[config.mk]
export PLATFORM = sky130hd
export DESIGN_NAME = vsm_sequencer
export DESIGN_NICKNAME = d
export VERILOG_FILES = /design/src/rtl/vsm_sequencer.sv
export SDC_FILE = /design/constraint.sdc
export NUM_CORES = 1
export LEC_CHECK = 0
export CORE_UTILIZATION = 48
export DETAILED_ROUTE_END_ITERATION = 8
export PLACE_DENSITY = 0.81
export SYNTH_ARGS = -nofsm -noshare
export SYNTH_HDL_FRONTEND = slang
export SYNTH_SLANG_ARGS = --single-unit
[constraint.sdc]
create_clock -name clk -period 4.4 [get_ports clk]
set_input_delay 0.66 -clock clk [delete_from_list [all_inputs] [get_ports clk]]
set_output_delay 0.66 -clock clk [all_outputs]
set_load 0.01 [all_outputs]
[src/rtl/vsm_sequencer.sv]
// Control stage in front of a vsm multiply-accumulate unit: holds an N-column weight matrix
// and streams (column j, element j) pairs into vsm, then presents y = W * x on a valid/ready port.
module vsm_sequencer #(
    parameter int SIZE    = 3,
    parameter int N       = 3,
    parameter int VSM_LAT = 1,
    localparam int AW     = (N > 1) ? $clog2(N) : 1,
    localparam int CW     = $clog2(((N > VSM_LAT) ? N : VSM_LAT) + 1)
) (
    input  logic                clk,
    input  logic                reset,
    input  logic                w_we,
    input  logic [AW-1:0]       w_addr,
    input  logic [8*SIZE-1:0]   w_data,
    input  logic                x_valid,
    output logic                x_ready,
    input  logic [8*N-1:0]      x_data,
    output logic                y_valid,
    input  logic                y_ready,
    output logic [8*SIZE-1:0]   y_data,
    output logic                busy,
    output logic                vsm_reset,
    output logic                vsm_enable,
    output logic [8*SIZE-1:0]   vsm_a,
    output logic [7:0]          vsm_b,
    input  logic [8*SIZE-1:0]   vsm_out
);

    typedef enum logic [2:0] {
        ST_IDLE,
        ST_CLEAR,
        ST_MAC,
        ST_DRAIN,
        ST_OUT
    } state_t;

    state_t              state_q, state_d;
    logic [CW-1:0]       j_q, j_d;
    logic [8*N-1:0]      x_q, x_d;
    logic [8*SIZE-1:0]   y_data_q, y_data_d;
    logic [8*SIZE-1:0]   mem_q [N];
    logic [7:0]          x_elem [N];
    logic                w_accept;

    // NOTE: the weight array has no reset; only the control path is cleared, and
    // leaving the storage out of reset lets it map onto plain RAM/register files.
    assign w_accept = w_we && !reset && (state_q == ST_IDLE)
                      && ({1'b0, w_addr} < (AW+1)'(N));

    always_ff @(posedge clk) begin
        if (w_accept) begin
            mem_q[w_addr] <= w_data;
        end
    end

    // Element 0 sits in the MSBs of the latched vector.
    always_comb begin
        for (int k = 0; k < N; k++) begin
            x_elem[k] = x_q[8*(N-k)-1 -: 8];
        end
    end

    // NOTE: sequential state uses non-blocking assignments so every register
    // samples the values from before the edge, independent of statement order.
    always_ff @(posedge clk) begin
        if (reset) begin
            state_q  <= ST_IDLE;
            j_q      <= '0;
            x_q      <= '0;
            y_data_q <= '0;
        end else begin
            state_q  <= state_d;
            j_q      <= j_d;
            x_q      <= x_d;
            y_data_q <= y_data_d;
        end
    end

    // NOTE: every output of this block gets a default first, so no path through
    // the case statement can leave a signal unassigned and infer a latch.
    always_comb begin
        state_d    = state_q;
        j_d        = j_q;
        x_d        = x_q;
        y_data_d   = y_data_q;
        x_ready    = 1'b0;
        y_valid    = 1'b0;
        vsm_reset  = reset;
        vsm_enable = 1'b0;
        vsm_a      = '0;
        vsm_b      = '0;

        unique case (state_q)
            ST_IDLE: begin
                x_ready = !reset;
                if (x_valid && !reset) begin
                    x_d     = x_data;
                    state_d = ST_CLEAR;
                end
            end
            ST_CLEAR: begin
                vsm_reset = 1'b1;
                j_d       = '0;
                state_d   = ST_MAC;
            end
            ST_MAC: begin
                vsm_enable = 1'b1;
                vsm_a      = mem_q[j_q[AW-1:0]];
                vsm_b      = x_elem[j_q[AW-1:0]];
                if (j_q == CW'(N-1)) begin
                    j_d     = '0;
                    state_d = ST_DRAIN;
                end else begin
                    j_d = j_q + 1'b1;
                end
            end
            ST_DRAIN: begin
                // vsm_out settles VSM_LAT cycles after the last enable.
                if (j_q == CW'(VSM_LAT-1)) begin
                    y_data_d = vsm_out;
                    j_d      = '0;
                    state_d  = ST_OUT;
                end else begin
                    j_d = j_q + 1'b1;
                end
            end
            ST_OUT: begin
                y_valid = !reset;
                if (y_ready) begin
                    state_d = ST_IDLE;
                end
            end
            default: begin
                state_d = ST_IDLE;
            end
        endcase
    end

    assign busy   = (state_q != ST_IDLE);
    assign y_data = y_data_q;

endmodule
==> flow_summary.toml <==
[run_status]
status = "completed"

[drt]
wl_per_cell_um = 15.85
wl_um = 11600
drtPass1Iterations = 4
vias_per_cell = 5.214
dr.first_iter.drc_count = 173
ant_nets = 0
vias = 3817
drc = 0

[worst_setup_path]
crit-reg2reg-launch = "j_q[1]"
r2r_cells = 5
cp-start-kind = "register"
startpoint = "state_q[1]"
rr_endpoint = "y_data[3]"
end_kind = "primary output"
worst_ep_required_time_ns = 3.74
critPathKind = "register to primary output"
r2r_slack_ns = 2.10
cp_max_fo = 33
cp.arrival_ns = 2.92

[logic_synthesis]
synth_nets = 535
synth_seq_cells = 127
yosysUniqueCellTypes = 32
synth_area_um2 = 5126
synth_flop_cell = "edfxtp_1"
synth_enable_flop_cells = 72
seq_area_frac_synth = 0.6366
yosysWarnings = 0
synthArstFlopShare = 0
syn_inst = 451
synth_area_per_cell_um2 = 11.37

[layout]
multi_input_area_um2 = 1704
drive_above_1_share = 0.1258
area_growth_pct = 40.52
nets = 667
fillers = 749
register_area_um2 = 3263
diodes = 0
instances_no_fill = 732

[sta]
max_freq_mhz = 279.0
tns_ns = 0
period_minus_slack_ns = 3.584
setup_violations = 0
slew_viol_final = 0
fin_skew_ns = 0.008010
finalHoldViolCount = 0
rsz0062_at_grt = "no"
period_share = 0.8145
relSlewSlack = 0.2352
tightestPinTransition_ns = 1.147

[global_routing]
gr-usage-met1 = 0.2476
track_usage = 0.2169
grt_pass1_wl_um = 18530
grt_max_degree = 55
grt_pass1_vias = 3943
gr-total-overflow = 0
met3_usage = 0.07483
grt_busiest_layer = "met2"
grt_util_met2 = 0.3586
antenna_found_initial = 0

[clock_network]
cts_tree = "built"
clk_pin_slew_ns = 0.06
holdBufCountCts = 0
numCtsBuffers = 17
cts_max_level = 4
clock_sinks = 127
clock_latency_ns = 0.51
clockBufferDepth = 2
cts_resized = 0
postCtsSetupRepairBufs = 0
clockRootBuffer = "clkbuf_8"

[placed_design]
dp_hpwl_um = 7626
gp_congestion = 0.8851
numPortBuffers = 139
dp_cells = 700

[flow_run]
cap_violations = 0

[power_and_ir_drop]
ir_drop_mv = 0.2809
power.leakage_nw = 2.484
cellPowerDensity_nw_per_um2 = 436.8

[floorplan]
die_h_um = 105.3
ios = 140
coreArea_um2 = 10320
row_count = 37
die_w_um = 105.3
initial_core_util = 0.4965
die_area_um2 = 11100

[worst_hold_path]
min_to = "x_elem[15]"
worstHoldStart = "x_elem[15]"
hold_path_depth = 2
holdCritPathClass = "register to register"
==> routing by layer <==
metal  wire length, µm  up-vias
met5                 0        -
met4               280        0
met3               836       23
met2              5727      148
met1              4756     1814
li1                  -     1832
==> cell usage after synthesis, types with 3 or more instances <==
cell type  instances  share of area
mux2i_1           24          0.047
ha_1               5          0.012
dfxtp_1           55           0.21
inv_1              3         0.0022
nand2_1          116          0.085
clkbuf_1          12         0.0088
nor2_1            27          0.020
nor2b_1            3         0.0037
mux2_2            32          0.070
a21oi_1           59          0.058
edfxtp_1          72           0.42
buf_2             15          0.015
==> metrics by stage <==
stage               total power [mW]  worst slack, ns  utilization  cell area [µm²]  hold WS [ns]
global placement               1.698            1.456       0.6374             6580        0.4416
global route                   3.247           0.5989       0.6977             7203        0.4714
detailed placement             1.710            1.325       0.6374             6580        0.4476
finish                         3.147           0.8162       0.6977             7203        0.4534
floorplan                      1.547            1.244            -             5126        0.4329
CTS                            3.166           0.7776       0.6977             7203        0.4560
==> power by group <==
group	total (mW)	internal (mW)	leakage, nW	switching, mW
clock network	1.46	0.933	0.303	0.528
logic	0.359	0.190	1.08	0.169
registers	1.33	1.30	1.10	0.0313
==> placed cells by master, fill, tap and decap left out, drive strengths merged, types with 2 or more instances in the layout <==
master,instances
clkdlybuf4s50,138
nor2,27
clkbuf,18
a21oi,59
mux2i,24
mux2,32
nor2b,3
edfxtp,72
clkinv,4
bufinv,4
nor4,2
inv,10
nand2,116
o221a,2
ha,5
nor3b,2
o21ai,2
and3,2
dfxtp,55
nor3,2
buf,6
==> worst max-delay path, cell delays in order (launching register included) <==
cell and delay [ns]:
dfxtp_1 0.62, or3b_1 0.87, a21oi_1 0.34, clkdlybuf4s50_1 0.58
==> registers in the layout, summed over array words and instances (netlist names), named ones only <==
signal   cells
state_q      3
y_data      24
j_q          2
x_elem      24
mem_q       72
==> final cells by class <==
cell class / instances / share of cell area
Timing Repair Buffer: 144 / 0.1977
Tap cell: 136 / 0.02362
Inverter: 5 / 0.002606
Clock inverter: 14 / 0.02849
Sequential cell: 127 / 0.4530
Multi-Input combinational cell: 288 / 0.2366
Clock buffer: 18 / 0.05802
==> worst max-delay path by stage <==
stage                        endpoint  slack, ns  cells past startpoint
after CTS                    vsm_b[6]       0.78                      3
after global routing         vsm_b[4]       0.60                      3
final                        vsm_b[0]       0.82                      3
after detailed placement     vsm_b[6]       1.33                      3
after floorplan           mem_q[0][0]       1.24                      3
after global placement       vsm_a[8]       1.46                      3
==> kinds of logic (layout without fill, tap and decap cells) <==
group,count (synthesis),in the layout,share of synthesized area
buffers and inverters,36,181,0.03295
DFF,127,127,0.6366
adders and majority gates,5,5,0.01220
AOI/OAI and AO/OA,64,64,0.06541
and+or+nand+nor,163,163,0.1357
muxes,56,56,0.1172
No activity file was read; power rests on OpenSTA's default activity.
